### src/rtl/uartm_tx_sched.sv
// Round-robin frame scheduler for the UART TX engine: grants one requester per frame and enforces timeout and inter-frame gap.
// Optional macro UARTM_SCHED_PRIO_EN gives requester 0 strict priority over round-robin among requesters 1-3.
module uartm_tx_sched #(
    parameter int unsigned NREQ  = 4,
    parameter int unsigned CNT_W = 32
) (
    input  logic                 hclk,
    input  logic                 hresetn,
    input  logic                 sched_en,
    input  logic [NREQ-1:0]      req_i,
    input  logic [32*NREQ-1:0]   req_data_i,
    input  logic [15:0]          uartm_gap,
    input  logic [31:0]          uartm_tmo,
    input  logic                 tx_done_i,
    input  logic                 err_clr_i,
    output logic [NREQ-1:0]      gnt_o,
    output logic                 tx_start_o,
    output logic [31:0]          tx_data_o,
    output logic [1:0]           cur_id_o,
    output logic                 busy_o,
    output logic                 err_o
);

    typedef enum logic [1:0] {IDLE, WAIT_DONE, GAP} state_t;

    state_t             state_q, state_d;
    logic [1:0]         last_q, last_d;
    logic [CNT_W-1:0]   wait_q, wait_d;
    logic [CNT_W-1:0]   tmo_q, tmo_d;
    logic [CNT_W-1:0]   gap_cnt_q, gap_cnt_d;
    logic [CNT_W-1:0]   gap_len_q, gap_len_d;
    logic [NREQ-1:0]    gnt_d;
    logic               start_d;
    logic [31:0]        data_d;
    logic [1:0]         id_d;
    logic               busy_d;
    logic               err_d;
    logic               leave_wait;

    logic               found;
    logic [1:0]         win;
    logic [1:0]         idx;
    logic               rr_ok;

    // Search starts one past the last grant so every requester gets a turn.
    always_comb begin
        found = 1'b0;
        win   = last_q;
        idx   = '0;
        rr_ok = 1'b0;
`ifdef UARTM_SCHED_PRIO_EN
        if (req_i[0]) begin
            found = 1'b1;
            win   = '0;
        end
`endif
        for (int unsigned i = 1; i <= 4; i++) begin
            idx   = last_q + 2'(i);
            rr_ok = req_i[idx];
`ifdef UARTM_SCHED_PRIO_EN
            if (idx == 2'd0) rr_ok = 1'b0;
`endif
            if (!found && rr_ok) begin
                found = 1'b1;
                win   = idx;
            end
        end
    end

    always_comb begin
        state_d    = state_q;
        last_d     = last_q;
        wait_d     = wait_q;
        tmo_d      = tmo_q;
        gap_cnt_d  = gap_cnt_q;
        gap_len_d  = gap_len_q;
        gnt_d      = '0;
        start_d    = 1'b0;
        data_d     = tx_data_o;
        id_d       = cur_id_o;
        err_d      = err_o;
        leave_wait = 1'b0;

        if (err_clr_i) err_d = 1'b0;

        case (state_q)
            IDLE: begin
                if (sched_en && found) begin
                    gnt_d   = NREQ'(1) << win;
                    start_d = 1'b1;
                    data_d  = req_data_i[{win, 5'd0} +: 32];
                    id_d    = win;
                    last_d  = win;
                    wait_d  = '0;
                    tmo_d   = CNT_W'(uartm_tmo);
                    state_d = WAIT_DONE;
                end
            end
            WAIT_DONE: begin
                wait_d = wait_q + CNT_W'(1);
                if (tx_done_i) begin
                    leave_wait = 1'b1;
                end else if (tmo_q != '0 && wait_q == tmo_q - CNT_W'(1)) begin
                    leave_wait = 1'b1;
                    err_d      = 1'b1;
                end
                if (leave_wait) begin
                    if (uartm_gap == '0) begin
                        state_d = IDLE;
                    end else begin
                        gap_cnt_d = '0;
                        gap_len_d = CNT_W'(uartm_gap);
                        state_d   = GAP;
                    end
                end
            end
            GAP: begin
                if (gap_cnt_q == gap_len_q - CNT_W'(1)) begin
                    state_d = IDLE;
                end else begin
                    gap_cnt_d = gap_cnt_q + CNT_W'(1);
                end
            end
            default: state_d = IDLE;
        endcase

        busy_d = (state_d != IDLE);
    end

    always_ff @(posedge hclk or negedge hresetn) begin
        if (!hresetn) begin
            state_q    <= IDLE;
            last_q     <= 2'd3;
            wait_q     <= '0;
            tmo_q      <= '0;
            gap_cnt_q  <= '0;
            gap_len_q  <= '0;
            gnt_o      <= '0;
            tx_start_o <= 1'b0;
            tx_data_o  <= '1;
            cur_id_o   <= '0;
            busy_o     <= 1'b0;
            err_o      <= 1'b0;
        end else begin
            state_q    <= state_d;
            last_q     <= last_d;
            wait_q     <= wait_d;
            tmo_q      <= tmo_d;
            gap_cnt_q  <= gap_cnt_d;
            gap_len_q  <= gap_len_d;
            gnt_o      <= gnt_d;
            tx_start_o <= start_d;
            tx_data_o  <= data_d;
            cur_id_o   <= id_d;
            busy_o     <= busy_d;
            err_o      <= err_d;
        end
    end

endmodule

### config.mk
export PLATFORM = sky130hd
export DESIGN_NAME = uartm_tx_sched
export DESIGN_NICKNAME = d
export VERILOG_FILES = /design/src/rtl/uartm_tx_sched.sv
export SDC_FILE = /design/constraint.sdc
export NUM_CORES = 1
export LEC_CHECK = 0
export ABC_AREA = 1
export CAP_MARGIN = 20
export CELL_PAD_IN_SITES_DETAIL_PLACEMENT = 1
export CELL_PAD_IN_SITES_GLOBAL_PLACEMENT = 2
export CORE_MARGIN = 4
export CORE_UTILIZATION = 38
export DETAILED_ROUTE_END_ITERATION = 10
export DONT_BUFFER_PORTS = 1
export PLACE_DENSITY_LB_ADDON = 0.1
export SLEW_MARGIN = 40
export SYNTH_ARGS = -nofsm -noshare
export SYNTH_HDL_FRONTEND = slang
export SYNTH_SLANG_ARGS = --single-unit
### constraint.sdc
create_clock -name hclk -period 3.51 [get_ports hclk]
set_input_delay 0.8775 -clock hclk [delete_from_list [all_inputs] [get_ports hclk]]
set_output_delay 0.8775 -clock hclk [all_outputs]
set_load 0.05 [all_outputs]
## Word level (Yosys, flattened, before mapping)

Index checks and enable logic that the tools add are counted.

| operators by class | value |
|---|---|
| reduce and logical (&&, ||, !) cells | 18 |
| eq/ne operators | 8 |
| shift-type cells | 2 |
| $lt $le $gt $ge | 4 |
| multiplexer cells | 38 |
| bitwise logic cells | 1 |
| add/subtract/negate cells | 7 |

Operators by type and width:

| kind | number |
|---|---|
| $mux 32 | 4 |
| $pmux 32 s2 | 2 |
| $shiftx 128x8->32 | 1 |
| $add 32x1->32 const B | 2 |
| $eq 32x32->1 | 2 |
| $reduce_bool 32->1 | 1 |
| $sub 32x1->32 const B | 1 |
| $mux 1 | 17 |
| $sub 16x1->17 const B | 1 |
| $logic_not 16->1 | 1 |
| $mux 2 | 8 |
| $lt 2x3->1 const B | 4 |
| $bmux 1 s2 | 4 |
| $mux 4 | 2 |
| $ne 2x2->1 const B | 4 |
| $pmux 2 s3 | 1 |
| $reduce_bool 2->1 | 3 |
| $logic_and 1x1->1 | 5 |
| $add 2x2->2 const B | 2 |
| $reduce_and 2->1 | 2 |
| $reduce_and 4->1 | 1 |
| $shl 1x2->4 const A | 1 |
| $logic_not 1->1 | 3 |
| $reduce_and 3->1 | 1 |
| other kinds (5) | 5 |

| word-level totals | value |
|---|---|
| output and inout bits | 41 |
| flip-flop bits (word level) | 157 |
| input port bits | 185 |
| word-level logic and storage cells | 90 |

## Depth between registers and ports, before layout

| logic depth | value |
|---|---|
| depth in word-level cells | 17 |
| depth in mapped cells | 20 |
| gate-level depth less buffers | 19 |

## Least setup slack after synthesis

No wires, ideal clock.

| timing path | value |
|---|---|
| path kind | input-to-reg |
| start | input port req_i[2] |
| end | register tx_data_o[1] |
| cell stages on the path | 14 |
| setup slack | 1.101 ns |
| required time | 3.423 ns |
| arrival time | 2.321 ns |
| path buffers | 2 |
| library setup time | 0.087 ns |
| cells stage by stage | inv_1 o21ai_0 nand2_1 o21ai_0 inv_1 nand2_1 inv_1 nand3_1 nand2_1 buf_2 buf_2 or2_2 o211ai_1 nand3_1 |

| on the way | value |
|---|---|
| word-level cells in the longest chain between the ends | 14 |
| elaborated cells on any way between the ends | 25 |
| those cells by class | shift (1); mux (16); reduce/logical (8) |

RTL lines:

| element | line | text |
|---|---|---|
| start, declared | 10 | `input logic [NREQ-1:0] req_i,` |
| parallel branches: the longest is 14 deep, another holds $bmux 1 s2 | - |  |
| end signal, assigned | 153 | `tx_data_o <= data_d;` |
| end, declared | 18 | `output logic [31:0] tx_data_o,` |

Parallel ways; which one is timed is not known. The select of a mux whose other input is x is not followed.
A chain may end at the register's enable or synchronous reset.

## Final worst setup path

| timing path | value |
|---|---|
| start | register tmo_q[0] |
| end | register gap_cnt_q[21] |

| on the way | value |
|---|---|
| word-level cells in the longest chain between the ends | 8 |
| elaborated cells on any way between the ends | 9 |
| those cells by class | add/sub (1); eq/ne (2); mux (3); reduce/logical (3) |

RTL lines:

| element | line | text |
|---|---|---|
| start, declared | 29 | `logic [CNT_W-1:0] tmo_q, tmo_d;` |
| start signal, assigned | 148 | `tmo_q <= tmo_d;` |
| $sub 32x1->32 | 103 | `end else if (tmo_q != '0 && wait_q == tmo_q - CNT_W'(1)) begin` |
| $eq 32x32->1 | 103 |  |
| $logic_and 1x1->1 (*) | 103 |  |
| $mux 1 (*) | 103 |  |
| $mux 1 (*) | 101 | `if (tx_done_i) begin` |
| $mux 1 (*) | 86 | `case (state_q)` |
| $ne 2x2->1 (no line) (*) | - |  |
| $reduce_and 4->1 (no line) (*) | - |  |
| end signal, assigned | 149 | `gap_cnt_q <= gap_cnt_d;` |
| end, declared | 30 | `logic [CNT_W-1:0] gap_cnt_q, gap_cnt_d;` |

Every way passes the cells marked *; elsewhere a longest branch is shown, timed or not. The select of a mux whose other input is x is not followed.

==> flow_summary.ini <==
[run_status]
status = complete, no violations

[detailed_routing]
drt-initial-drc-count = 554
ant_nets = 0
drc = 0
vias = 10354
avgViaCountPerCell = 5.22
firstDrtPassIters = 4
wirelength_um = 37200
wl_per_cell_um = 18.8

[floorplanning]
coreArea_um2 = 27900
die-area_um2 = 31000
start_util_pct = 38.5
die_x_um = 176
die_y_um = 176
std_cell_rows = 61
io_pins = 226

[global_routing]
grt_pass1_wl_um = 60500
antenna_found_initial = 3
overflow = 0
grt_pass1_vias = 11048
grt_max_degree = 158
grt.total_usage_pct = 24.4

[finish]
syn_to_final_growth_pct = 9.19
multiInputGateArea_um2 = 5960
finalNonFillerCells = 1985
nFillCells = 3640
final_common_cell = nand2_1
drive_above_1_share_pct = 9.41
final_cell_mix = 488 x nand2_1, 255 x nor2_1, 152 x inv_1
regArea_um2 = 3970
nets = 1780

[clocking]
cts_inserted_buffers = 17
clkTransAtPathRegs_ps = 70
cts.path.max_buffers = 2
clock_latency_ps = 440
htree_levels = 4
cts_tree = yes
cts-root-buf = clkbuf_16
clock-sinks = 157
postCtsSetupRepairBufs = 0

[critical_path]
cp_max_fo = 37
crit_start = tmo_q[0]
startpoint_type = register
cpMaxStageDelayCell = dfrtp_1
path_cells = inv_1 -> ha_1 -> nand2_2 -> nor2_2 -> nand2_2 -> nor2_4 -> nand3_1 -> nand2_1 -> nand2_1 -> nor2_1 -> nand2_1 -> nor2_2 -> nand2_2 -> nand2_4 -> nand2_2 -> buf_12 -> nand2_2 -> nand2_1 -> nand2_1
rr_startpoint = tmo_q[0]
crit_arrival_ps = 3470
crit_type = register to register
rrSetupSlack_ps = 420
end_kind = register
required_ps = 3880
cp_slowest_stage_delay_ps = 400

[sta]
finClkSkew_ps = 17.0
slew_headroom_pct = 62.1
finalCritPeriodShare_pct = 88.1
worst_pin_slew_ps = 567
finalSetupViolCount = 0
rsz0062_at_grt = false
slew_viol_final = 0
period_needed_ps = 3090
setup_tns_ps = 0
final_hold_viol_count = 0
clock.fmax_mhz = 323

[placed_design]
placed_cells = 1950
dp_hpwl_um = 29400
gp_congestion = 0.843
portBuffers = 0

[logic_synthesis]
syn_nets = 1795
ys_ff_latch = 157
synth-warning-count = 0
yosysTopAreaCell = dfrtp_1
post_synth_inst_count = 1606
synth_area_leaders = dfrtp_1 29%, nand2_1 17%, nor2_1 8.9%
syn_area_um2 = 10700
syn_avg_cell_area_um2 = 6.69
netlist-cell-type-count = 44
synth.yosys.seq_area_share_pct = 37.0
synth_top_area_share_pct = 28.7

[pwr]
max-vdd-ir-drop_v = 0.000671
leakagePower_nw = 5.50
pwr_density_cell_nw_per_um2 = 942

[job]
drv_cap = 0

[worst_hold_path]
worstHoldPathType = input pin to async pin
## timing repair
item / CTS / global route
endpoints found under the setup margin: 0 / 2
hold buffers: 0 / 0
gates resized for setup: 0 / 1
## through the flow
| step | cell area, um^2 | power (W) | hold slack (ps) | utilization (%) | setup slack [ps] |
|---|---|---|---|---|---|
| finish | 11700 | 0.0110 | 140 | 42.1 | 416 |
| floorplan | 10700 | 0.00766 | 464 | - | 1100 |
| detailed placement | 11100 | 0.00912 | 508 | 39.9 | 377 |
| global placement | 11100 | 0.00900 | 499 | 39.9 | 478 |
| global route | 11700 | 0.0120 | 111 | 42.1 | 124 |
| CTS | 11700 | 0.0111 | 117 | 42.0 | 352 |
## final timing paths
| path | to | depth (start not counted) |
|---|---|---|
| worst max register to register | gap_cnt_q[21] | 19 |
| max in group asynchronous | tx_data_o[20] | 0 |
| worst min register to register | wait_q[28] | 1 |
| worst max-delay path | gap_cnt_q[21] | 19 |
| worst min-delay path | wait_q[0] | 0 |
| min in group hclk | wait_q[28] | 1 |
## worst max-delay path: cells and delay by family, from the launching register on
family | cells | cell delay, ps
buf+inv | 2 | 380
fa+ha+maj | 1 | 270
simple gates | 16 | 1940
flops | 1 | 400
## sequential cells by signal (all words and copies together), names as in the netlist
name / cells
cur_id_o: 2
busy_o: 1
gap_cnt_q: 32
wait_q: 32
state_q: 2
tx_start_o: 1
tmo_q: 32
last_q: 2
err_o: 1
gnt_o: 4
gap_len_q: 16
tx_data_o: 32
## report_power, final
part | switching [W] | total [W] | internal, W
sequential | 0.00157 | 0.00414 | 0.00257
combinational | 0.00330 | 0.00493 | 0.00163
clock | 0.000885 | 0.00197 | 0.00108
total | 0.00575 | 0.0110 | 0.00529
## cell usage after synthesis, drive strengths merged
| cell type | count |
|---|---|
| o21bai | 4 |
| a22oi | 1 |
| o32ai | 2 |
| o21ai | 84 |
| a31oi | 1 |
| xor2 | 29 |
| xnor3 | 1 |
| nor2 | 273 |
| nor3 | 25 |
| and3 | 5 |
| dfstp | 34 |
| inv | 154 |
| nand3 | 114 |
| a21o | 1 |
| or2 | 39 |
| dfrtp | 123 |
| nor4 | 14 |
| nand3b | 11 |
| mux2i | 5 |
| o22ai | 7 |
| clkinv | 2 |
| ha | 4 |
| nand2 | 499 |
| a21oi | 30 |
| clkbuf | 27 |
| nand4 | 39 |
| xnor2 | 17 |
| buf | 22 |
| o211ai | 37 |
| and2 | 2 |
## area by class of cell
type                            count  area share [%]
Multi-Input combinational cell   1244            50.8
Timing Repair Buffer               15            1.07
Clock inverter                     14            1.49
Clock buffer                       18            3.66
Tap cell                          378            4.03
Antenna cell                        3          0.0640
Sequential cell                   157            33.9
Inverter                          156            4.99
## cell families (layout without fill, tap and decap cells)
group	Yosys count	after routing	share of synthesized area, %
simple gates	1021	1021	41.5
buf+inv	205	203	7.70
xor+xnor	47	47	3.96
other cells	0	3	0
compound gates	167	167	8.95
fa+ha+maj	4	4	0.466
flops	157	157	37.0
mux	5	5	0.466
## metal layers
layer	up-vias	share of wire [%]	track usage, %
li1	5133	-	-
met1	4971	47	33.1
met2	216	46	40.1
met3	34	4.3	4.65
met4	0	2.0	6.50
met5	-	0	0
Note: power is estimated with default switching activity, not from simulation.
